===== config.mk =====
export PLATFORM = sky130hd
export DESIGN_NAME = mux_rr_arbiter
export DESIGN_NICKNAME = d
export VERILOG_FILES = /design/src/rtl/mux_rr_arbiter.sv
export SDC_FILE = /design/constraint.sdc
export NUM_CORES = 1
export LEC_CHECK = 0
export BUFFER_PORTS_ARGS = -buffer_cell sky130_fd_sc_hd__buf_2
export CAP_MARGIN = 25
export CORE_MARGIN = 5
export CORE_UTILIZATION = 49
export CTS_CLUSTER_SIZE = 40
export DETAILED_ROUTE_END_ITERATION = 12
export MAX_ROUTING_LAYER = met4
export PLACE_DENSITY = 0.82
export SLEW_MARGIN = 20
export SYNTH_ARGS = -nofsm -noshare
export SYNTH_HDL_FRONTEND = slang
export SYNTH_SLANG_ARGS = --single-unit

===== constraint.sdc =====
create_clock -name clk_i -period 1.7 [get_ports clk_i]
set_input_delay 0.085 -clock clk_i [delete_from_list [all_inputs] [get_ports clk_i]]
set_output_delay 0.085 -clock clk_i [all_outputs]
set_load 0.005 [all_outputs]

===== src/rtl/mux_rr_arbiter.sv =====
// Round-robin arbiter driving the select of a shared 4:1 mux, with bounded grant hold time.
// Optional build macro MUX_ARB_LOCK_EN adds lock_i, which suppresses timeout rotation.
module mux_rr_arbiter #(
  parameter int unsigned MAX_HOLD = 8,
  parameter int unsigned HOLD_W   = $clog2(MAX_HOLD + 1)
) (
  input  logic              clk_i,
  input  logic              rst_ni,
`ifdef MUX_ARB_LOCK_EN
  input  logic              lock_i,
`endif
  input  logic [3:0]        req_i,
  output logic [3:0]        gnt_o,
  output logic [1:0]        sel_o,
  output logic              valid_o,
  output logic [HOLD_W-1:0] hold_cnt_o
);

  typedef enum logic [0:0] {StIdle, StBusy} state_e;

  state_e            state_q;
  logic [3:0]        gnt_q;
  logic [1:0]        sel_q;
  logic              valid_q;
  logic [HOLD_W-1:0] hold_cnt_q;
  logic [1:0]        last_q;

  logic              lock;
  logic [3:0]        cand;
  logic              pick_any;
  logic [1:0]        pick_idx;
  logic              owner_req;
  logic              hold_max;

`ifdef MUX_ARB_LOCK_EN
  assign lock = lock_i;
`else
  assign lock = 1'b0;
`endif

  // The owner is never a candidate: it is either dropping or being rotated out on timeout.
  assign cand      = req_i & ~gnt_q;
  assign owner_req = |(req_i & gnt_q);
  assign hold_max  = (hold_cnt_q == HOLD_W'(MAX_HOLD));

  always_comb begin
    logic [1:0] idx;
    pick_any = 1'b0;
    pick_idx = 2'd0;
    for (int k = 1; k <= 4; k++) begin
      idx = last_q + 2'(k);
      if (!pick_any && cand[idx]) begin
        pick_any = 1'b1;
        pick_idx = idx;
      end
    end
  end

  always_ff @(posedge clk_i or negedge rst_ni) begin
    if (!rst_ni) begin
      state_q    <= StIdle;
      gnt_q      <= 4'b0000;
      sel_q      <= 2'd0;
      valid_q    <= 1'b0;
      hold_cnt_q <= '0;
      last_q     <= 2'd3;
    end else begin
      unique case (state_q)
        StIdle: begin
          if (pick_any) begin
            state_q    <= StBusy;
            gnt_q      <= 4'b0001 << pick_idx;
            sel_q      <= pick_idx;
            valid_q    <= 1'b1;
            hold_cnt_q <= HOLD_W'(1);
            last_q     <= pick_idx;
          end
        end
        StBusy: begin
          if (!owner_req || (hold_max && !lock)) begin
            if (pick_any) begin
              gnt_q      <= 4'b0001 << pick_idx;
              sel_q      <= pick_idx;
              hold_cnt_q <= HOLD_W'(1);
              last_q     <= pick_idx;
            end else if (!owner_req) begin
              state_q    <= StIdle;
              gnt_q      <= 4'b0000;
              valid_q    <= 1'b0;
              hold_cnt_q <= '0;
            end
            // Timed out with nobody waiting: owner keeps the grant, count stays saturated.
          end else if (!hold_max) begin
            hold_cnt_q <= hold_cnt_q + HOLD_W'(1);
          end
        end
        default: state_q <= StIdle;
      endcase
    end
  end

  assign gnt_o      = gnt_q;
  assign sel_o      = sel_q;
  assign valid_o    = valid_q;
  assign hold_cnt_o = hold_cnt_q;

endmodule

**Yosys cells after proc, flatten, opt, wreduce, memory -nomap -nowiden**

Index checks and enable logic that the tools add are counted.
Widths: inputs -> output; s select.

- Eq/ne operators: 8
- Muxes and demuxes: 42
- Reduce and logical (&&, ||, !) cells: 12
- Order comparisons: 4
- $add $sub $neg: 4
- Shift operators: 1
- Bitwise gates (word level): 4

Operators by type and width:

| operator | count |
|---|---|
| $mux 4 | 8 |
| $mux 1 | 16 |
| $mux 2 | 8 |
| $pmux 4 s2 | 2 |
| $lt 2x3->1 const B | 4 |
| $and 4x4->4 | 2 |
| $bmux 1 s2 | 4 |
| $pmux 2 s2 | 2 |
| $ne 2x2->1 const B | 3 |
| $reduce_and 3->1 | 2 |
| $add 2x2->2 const B | 2 |
| $add 4x1->4 const B | 1 |
| $eq 4x4->1 const B | 1 |
| $logic_not 1->1 | 4 |
| $ne 4x4->1 const B | 1 |
| $not 4->4 | 1 |
| $pmux 1 s2 | 2 |
| $reduce_and 4->1 | 1 |
| $reduce_or 4->1 | 1 |
| $shl 1x2->4 const A | 1 |
| $logic_and 1x1->1 | 3 |
| $ne 3x2->1 const B | 1 |
| $ne 3x3->1 const B | 1 |
| $add 2x1->2 const B | 1 |
| 3 further kinds | 3 |

- Word-level logic and storage cells: 81
- Register bits after elaboration: 14

**Logic depth before layout (Yosys ltp)**

Gate-level depths: netlist of the first run.

- Depth after elaboration: 18
- Gate-level depth with buffers: 7

**Least setup slack after synthesis of the first run**

Ideal clock, no wire load.

- Path type: register to register
- From: reg gnt_q[2], in the netlist gnt_o[2]
- To: reg hold_cnt_q[2], in the netlist hold_cnt_o[2]
- Data required time: 1579 ps
- Path slack: 132 ps
- Arrival: 1447 ps
- Library setup time: 121 ps
- Period minus slack after synthesis: 1568 ps
- Cell stages (with the launch flop): 6
- Buffers on the path: 0
- Path through: dfrtp_1 -> a22o_1 -> a221oi_4 -> nand2b_1 -> o22ai_1 -> a22o_1

- Longest elaborated chain between the ends: 17
- Elaborated cells between the ends (all ways): 31
- Classes of those cells: 3 x eq/ne; 15 x mux; 3 x bitwise; 10 x reduce/logical

Ends and longest elaborated chain:

| element | line | source |
|---|---|---|
| from (decl) | 22 | `logic [3:0] gnt_q;` |
| from (signal assigned) | 72 | `gnt_q <= 4'b0001 << pick_idx;` |
| from (signal assigned) | 82 | `gnt_q <= 4'b0001 << pick_idx;` |
| $not 4->4 | 42 | `assign cand = req_i & ~gnt_q;` |
| $and 4x4->4 | 42 |  |
| $bmux 1 s2 | 52 | `if (!pick_any && cand[idx]) begin` |
| $mux 1 (not written as such) | 52 |  |
| $mux 1 | 52 |  |
| $logic_not 1->1 | 52 |  |
| $logic_and 1x1->1 | 52 |  |
| $mux 1 | 52 |  |
| $logic_not 1->1 | 52 |  |
| $logic_and 1x1->1 | 52 |  |
| $mux 1 | 52 |  |
| $logic_not 1->1 | 52 |  |
| $logic_and 1x1->1 | 52 |  |
| $mux 1 | 52 |  |
| $mux 4 | 81 | `if (pick_any) begin` |
| $mux 4 | 80 | `if (!owner_req \|\| (hold_max && !lock)) begin` |
| $pmux 4 s2 | 68 | `unique case (state_q)` |
| to (signal assigned) | 94 | `hold_cnt_q <= hold_cnt_q + HOLD_W'(1);` |
| to (decl) | 25 | `logic [HOLD_W-1:0] hold_cnt_q;` |

Parallel ways exist; a longest one is shown, timed or not. The select of a mux whose other input is x is not followed.
A chain may end at the register's enable or synchronous reset.

**Final worst setup path of the first run**

- From: reg gnt_q[1], in the netlist gnt_o[1]
- To: reg sel_q[0], in the netlist sel_o[0]

- Longest elaborated chain between the ends: 17
- Elaborated cells between the ends (all ways): 32
- Classes of those cells: 1 x eq/ne; 19 x mux; 3 x bitwise; 9 x reduce/logical

Ends and longest elaborated chain:

| element | line | source |
|---|---|---|
| $not 4->4 | 42 |  |
| $and 4x4->4 | 42 |  |
| $bmux 1 s2 | 52 |  |
| $mux 1 (not written as such) | 52 |  |
| $mux 1 | 52 |  |
| $logic_not 1->1 | 52 |  |
| $logic_and 1x1->1 | 52 |  |
| $mux 1 | 52 |  |
| $logic_not 1->1 | 52 |  |
| $logic_and 1x1->1 | 52 |  |
| $mux 1 | 52 |  |
| $logic_not 1->1 | 52 |  |
| $logic_and 1x1->1 | 52 |  |
| $mux 2 or $mux 1 (tied branches) | 52 |  |
| $mux 2 | 70, 81 |  |
| $mux 2 | 80 |  |
| $pmux 2 s2 | 68 |  |
| to (signal assigned) | 73 | `sel_q <= pick_idx;` |
| to (signal assigned) | 83 | `sel_q <= pick_idx;` |
| to (decl) | 23 | `logic [1:0] sel_q;` |

Parallel ways exist; a longest one is shown, timed or not. The select of a mux whose other input is x is not followed.

==> run metrics, run 1 <==
critical path, cell by cell=nand2b_1 -> nor2_1 -> o21ai_0 -> nand2_1 -> mux2_1; count of unresolved DRC violations after routing=0; antenna violations before repair=0; sequential share of the synthesized area=43.4%; worst reg2reg path endpoint=sel_o[0]$_DFFE_PN0P_; net count after synthesis=87; worst endpoint data arrival time=1830 ps; slack of the worst reg-to-reg path=50 ps; count of pins on the block boundary=17; net switching power=0.722 mW; standard cell core area=approximately 0.0015 mm2; routed wire length=1780 um; detailed placement HPWL=1370 um; gate count after technology mapping=79; Synth Warn #=0; hold crit path type=input port to asynchronous set/reset pin; Post-Syn Area per Cell=10.3 um2; final instance area=0.00101 mm2; worst ir drop on vdd=0.000789 V; root buffer selected by CTS=clkbuf_4; Final Wtd Congestion=0.866; Starting Density=52.8%; Total Die Area=around 0.0026 mm2; worst reg2reg startpoint=gnt_o[1]$_DFFE_PN0P_; Synth async-reset ratio=100%; beginning of the critical path=gnt_o[1]$_DFFE_PN0P_; clock transition time at the flip-flop clock pins of the worst setup and hold paths=80 ps; delay of the slowest cell on the worst path=470 ps; via count of the first global-routing pass=667; first-iteration detailed-routing DRC count=13; CP max-delay cell=dfrtp_1; Die Y=50.7 um; maximum number of buffers from clock root to sink=2; number of detailed-route iterations in the first pass=4; share of power burned in combinational logic=54.5%; type of destination of the critical path=flop; Sw Share=40.6%; Top FF cell, synth=dfrtp_1; internal power consumption=1.06 mW; P&R area growth vs syn=23.8%; accumulated negative setup slack=0 ps; power density over the cells=1770 mW/mm2; antenna cell count=0; fraction of power consumed by sequential logic=33.8%; nets=115; wire length of the first global-routing pass=2960 um; clock network latency to the later pin of the worst-skew pair=290 ps; CP Data Required Time=1880 ps; total via count in the routed design=715; number of flip-flops and latches in the synthesized netlist=14; delay-heaviest family, CP=simple AND/OR/NAND/NOR gates; clock tree from TritonCTS=done; count of pins over their slew limit=0; end point of the critical path=sel_o[0]$_DFFE_PN0P_; Max Freq=605 MHz; Static Leakage=between 0.4 and 0.5 nW; setup repair after global routing missed its margin=true; Critical Path Stages=5; number of buffers created by CTS=3; H-tree level count=1; category of the critical setup timing path=flop to flop; dpl cell area=946 um2; standard-cell row count=14; actual slew at the worst max-slew pin=333 ps; share of post-route cells with drive strength above 1=33.0%; CTS sink cnt=14; non-filler instance count after layout=122; Post-synth EDFFs=0; status=complete, no violations; r2r worst-path depth=5; Global Route Usage Sum=15.7%; critical-path maximum fanout=6; clock period minus worst slack=1650 ps; buffers and inverters on the worst path=0; residual antenna-violating net count after detailed routing=0; Cell Count Post-Placement=115; Tot Pwr=around 1.8 mW; final worst clock skew=0.947 ps; number of hold violations in the final report=0; Overflow after GRT=0; Via-to-Cell Ratio=5.86; total of max-cap violations=0; maximum number of pins on one net before global-route repair=15; count of different cell masters after synthesis=33; nature of the critical path startpoint=flop; clock share of power=11.7%; mapped cell area=~810 um2; part of the cycle the worst path needs=a little over nine tenths; final number of setup-violating endpoints=0; routed len/inst=approximately 15 um; die boundary width=slightly above 50 um; worst slew margin relative to its limit=77.8%; number of buffer cells added on primary ports=16
-- placed cells by master (no fill, tap or decap) --
cell type       n
buf_2          16
dfrtp_1        12
nand2_1         7
buf_4           7
nand2b_1        5
nor2_1          5
inv_1           4
a22o_1          4
a21oi_1         4
o21ai_0         3
a21o_1          3
clkbuf_4        3
nor2b_1         2
nor3_1          2
nor3b_1         2
o22ai_1         2
o31ai_1         2
ha_1            2
dfstp_2         2
nor2b_2         1
a221oi_4        1
a31o_1          1
nand3b_1        1
nand4_4         1
o21ai_4         1
mux2_1          1
nand3_1         1
a22oi_1         1
a22oi_4         1
nor2_2          1
a2bb2oi_1       1
o2111ai_1       1
xnor2_1         1
and2_1          1
o211ai_1        1
mux2_2          1
clkbuf_1        1
dlygate4sd3_1   1
-- worst min-delay path by stage --
stage / start / end / slack, ps
detailed placement: rst_ni / hold_cnt_o[1]$_DFFE_PN0P_ / -5
CTS: rst_ni / hold_cnt_o[0]$_DFFE_PN0P_ / 220
finish: rst_ni / hold_cnt_o[0]$_DFFE_PN0P_ / 200
floorplan: rst_ni / gnt_o[0]$_DFFE_PN0P_ / -210
global route: rst_ni / hold_cnt_o[0]$_DFFE_PN0P_ / 230
global placement: rst_ni / hold_cnt_o[0]$_DFFE_PN0P_ / -7
-- through the flow --
stage	worst slack (ps)	utilization [%]	hold WS, ps
3_5_place_dp	30.2	61.4	-4.85
6_report	47.4	65.3	203
2_1_floorplan	132	-	-211
5_1_grt	-7.36	65.3	234
4_1_cts	22.4	63.7	220
3_3_place_gp	66.0	61.4	-7.37
-- layer usage --
| layer | routed length, um | global-route usage [%] | part of all wire, % |
|---|---|---|---|
| met2 | 768 | 21.5 | 43 |
| met5 | 0 | - | 0 |
| met1 | 830 | 20.9 | 47 |
| met4 | 48 | 10.2 | 2.7 |
| met3 | 129 | 2.96 | 7.3 |
-- registers in the layout, summed over array words and instances, names as in the netlist --
name	flops
last_q	2
state_q	1
valid_o	1
hold_cnt_o	4
sel_o	2
gnt_o	4
-- area by class of cell --
class	instances	area [um2]
clock buffer	4	26.3
fill	118	534
multi-input combinational	60	450
inverter	4	15.0
tap	16	20.0
timing repair buffer	24	143
sequential	14	353
-- power by group through the flow --
stage | Combinational, mW | Clock [mW] | Sequential, mW
after floorplan | 0.603 | 0 | 0.608
after global placement | 0.885 | 0 | 0.602
after detailed placement | 0.909 | 0 | 0.606
after CTS | 0.917 | 0.208 | 0.601
after global routing | 1.05 | 0.232 | 0.620
final | 0.970 | 0.208 | 0.601
-- synthesized netlist by cell type (3+ instances only) --
cell	count	share of area, %
inv_1	4	1.8
dfrtp_1	12	37
nor2_1	5	2.3
o21ai_0	3	1.8
a21oi_1	4	2.5
nand2b_1	5	3.8
nand2_1	7	3.2
nor2b_1	3	2.3
a22o_1	4	4.3
a21o_1	3	2.8
-- logic make-up after synthesis --
logic type,after synthesis,synth area share (%)
flip-flops,14,43.4
multiplexers,2,2.77
AO/OA/AOI/OAI,26,26.8
adder cells (fa/ha/maj),2,3.08
AND/OR/NAND/NOR,29,20.5
XOR/XNOR,1,1.08
buffers and inverters,5,2.46
-- worst register-to-register path: stages, from the launching register on --
cell      delay [ps]
dfrtp_1          470
nand2b_1         250
nor2_1            80
o21ai_0          280
nand2_1          160
mux2_1           310
-- repair_timing --
action / CTS / global route
endpoints found under the setup margin: 0 / 3
hold buffers: 1 / 0
hold endpoints to repair: 14 / 0
gates resized for setup: 0 / 2
buffers inserted: 0 / 2
(Power assumes the default switching activity.)
==> inputs of run 2 (changes only) <==
--- a/config.mk
+++ b/config.mk
@@ -13,6 +13,7 @@
 export DETAILED_ROUTE_END_ITERATION = 12
 export MAX_ROUTING_LAYER = met4
 export PLACE_DENSITY = 0.82
+export SETUP_SLACK_MARGIN = 0.4
 export SLEW_MARGIN = 20
 export SYNTH_ARGS = -nofsm -noshare
 export SYNTH_HDL_FRONTEND = slang
==> run metrics, run 2 (same netlist as run 1, synthesis figures left out) <==
status=complete, no violations (unchanged); total of max-cap violations=0 (unchanged); H-tree level count=1 (unchanged); routed len/inst=15.6 um (was 14.6 um); Total Die Area=0.00257 mm2 (unchanged); worst ir drop on vdd=0.00107 V (was 0.000789 V); first-iteration detailed-routing DRC count=18 (was 13); clock tree from TritonCTS=done (unchanged); die boundary width=50.7 um (unchanged); P&R area growth vs syn=42.5% (was 23.8%); CTS sink cnt=14 (unchanged); share of post-route cells with drive strength above 1=52.2% (was 33.0%); Static Leakage=0.569 nW (was 0.497 nW); worst endpoint data arrival time=1710 ps (was 1830 ps); number of detailed-route iterations in the first pass=4 (unchanged); Global Route Usage Sum=17.1% (was 15.7%); count of pins on the block boundary=17 (unchanged); Via-to-Cell Ratio=5.85 (was 5.86); final number of setup-violating endpoints=0 (unchanged); total via count in the routed design=766 (was 715); met2 wire len=971 um (was 768 um); clock period minus worst slack=1550 ps (was 1650 ps); residual antenna-violating net count after detailed routing=0 (unchanged); detailed placement HPWL=1370 um (about the same); maximum number of buffers from clock root to sink=2 (unchanged); part of the cycle the worst path needs=91.3% (was 97.2%); accumulated negative setup slack=0 ps (unchanged); power density over the cells=1800 mW/mm2 (was 1770 mW/mm2); leading cell type in the layout, fill and taps excluded=buf_2 (unchanged); count of filler cells inserted in the layout=100 (was 118); antenna violations before repair=0 (unchanged); routed metal-1 wirelength=929 um (was 830 um); type of destination of the critical path=flop (unchanged); number of hold violations in the final report=0 (unchanged); commonest non-fill, non-tap cells in the layout=16 x buf_2, 11 x buf_4, 10 x dfrtp_1, 5 x nor2_1 (was 16 x buf_2, 12 x dfrtp_1, 7 x nand2_1, 7 x buf_4); standard cell core area=0.00154 mm2 (unchanged); setup repair after global routing missed its margin=true (unchanged); nature of the critical path startpoint=flop (unchanged); hold crit path type=input port to asynchronous set/reset pin (unchanged); met3 layer wire length in the routed design=123 um (was 129 um); register area=355 um2 (was 353 um2); Overflow after GRT=0 (unchanged); wire length of the first global-routing pass=3370 um (was 2960 um); category of the critical setup timing path=flop to flop (unchanged); critical-path maximum fanout=8 (was 6); count of unresolved DRC violations after routing=0 (unchanged); clock transition time at the flip-flop clock pins of the worst setup and hold paths=90 ps (was 80 ps); actual slew at the worst max-slew pin=399 ps (was 333 ps); nets=124 (was 115); worst slew margin relative to its limit=73.4% (was 77.8%); Final Wtd Congestion=0.899 (was 0.866); number of buffer cells added on primary ports=16 (unchanged); antenna cell count=0 (unchanged); Starting Density=52.8% (unchanged); CP Data Required Time=1860 ps (was 1880 ps); final worst clock skew=14.7 ps (was 0.947 ps); number of buffers created by CTS=3 (unchanged); Max Freq=644 MHz (was 605 MHz); root buffer selected by CTS=clkbuf_4 (unchanged); Die Y=50.7 um (unchanged); count of pins over their slew limit=0 (unchanged); via count of the first global-routing pass=694 (was 667); area occupied by multi-input gates=504 um2 (was 450 um2); standard-cell row count=14 (unchanged); maximum number of pins on one net before global-route repair=15 (unchanged); routed wire length=2050 um (was 1780 um); clock network latency to the later pin of the worst-skew pair=290 ps (about the same); worst slack on hold paths=210 ps (was 203 ps); highest metal used=met4 (unchanged)
## run 2: cell types whose count changed in the layout (fill, tap and decap cells not counted), sizes merged
cell,change
buf,+9
## run 2: worst paths after layout
| check | startpoint | endpoint | slack (ps) | cells after the start |
|---|---|---|---|---|
| min | rst_ni | hold_cnt_o[0]$_DFFE_PN0P_ | 210 | 2 |
| max | gnt_o[1]$_DFFE_PN0P_ | gnt_o[1]$_DFFE_PN0P_ | 150 | 5 |
| max reg2reg | gnt_o[1]$_DFFE_PN0P_ | gnt_o[1]$_DFFE_PN0P_ | 150 | 5 |
| max in group asynchronous | rst_ni | last_q[1]$_DFFE_PN1P_ | 1180 | 2 |
| min in group clk_i | req_i[3] | state_q$_DFF_PN0_ | 310 | 5 |
| min reg2reg | sel_o[1]$_DFFE_PN0P_ | sel_o[1]$_DFFE_PN0P_ | 470 | 1 |
## run 2: per-stage QoR
stage / setup slack (ps) / std cells / util [%] / total power [mW] / area, um2
floorplan: 173 / 79 / - / 1.23 / 831
global placement: 114 / 113 / 61.5 / 1.48 / 948
detailed placement: 64.7 / 113 / 61.5 / 1.51 / 948
CTS: 180 / 125 / 71.4 / 1.97 / 1100
global route: 85.4 / 131 / 75.2 / 2.23 / 1160
finish: 147 / 131 / 75.2 / 2.09 / 1160
## run 2: worst max-delay path, stage by stage (launching register included)
cell and delay (ps):
dfrtp_2 440, nand2b_2 190, nand4_4 190, a22oi_4 320, nor2_1 100, a22o_1 190
## run 2: layer usage
layer	vias up	global-route usage (%)
met5	-	-
met4	0	3.83
met3	6	2.96
met2	29	26.2
met1	369	23.5
li1	362	-
## run 2: report_power, final
part	switching, mW	total (mW)	internal, mW
Clock	0.107	0.198	0.0910
Combinational	0.572	1.27	0.693
Sequential	0.138	0.627	0.489
Total	0.817	2.09	1.27
## run 2: cell type report
cell class | count | share of cell area, %
tap | 16 | 1.73
timing repair buffer | 33 | 20.5
sequential | 14 | 30.7
clock buffer | 4 | 2.27
inverter | 4 | 1.30
multi-input combinational | 60 | 43.5
## run 2: repair_timing
item / in CTS / in global routing
resized for setup: 16 / 5
endpoints found under the hold margin: 14 / 0
buffers inserted: 7 / 6
hold buffers: 1 / 0
endpoints found under the setup margin: 14 / 14
pin swaps: 6 / 2
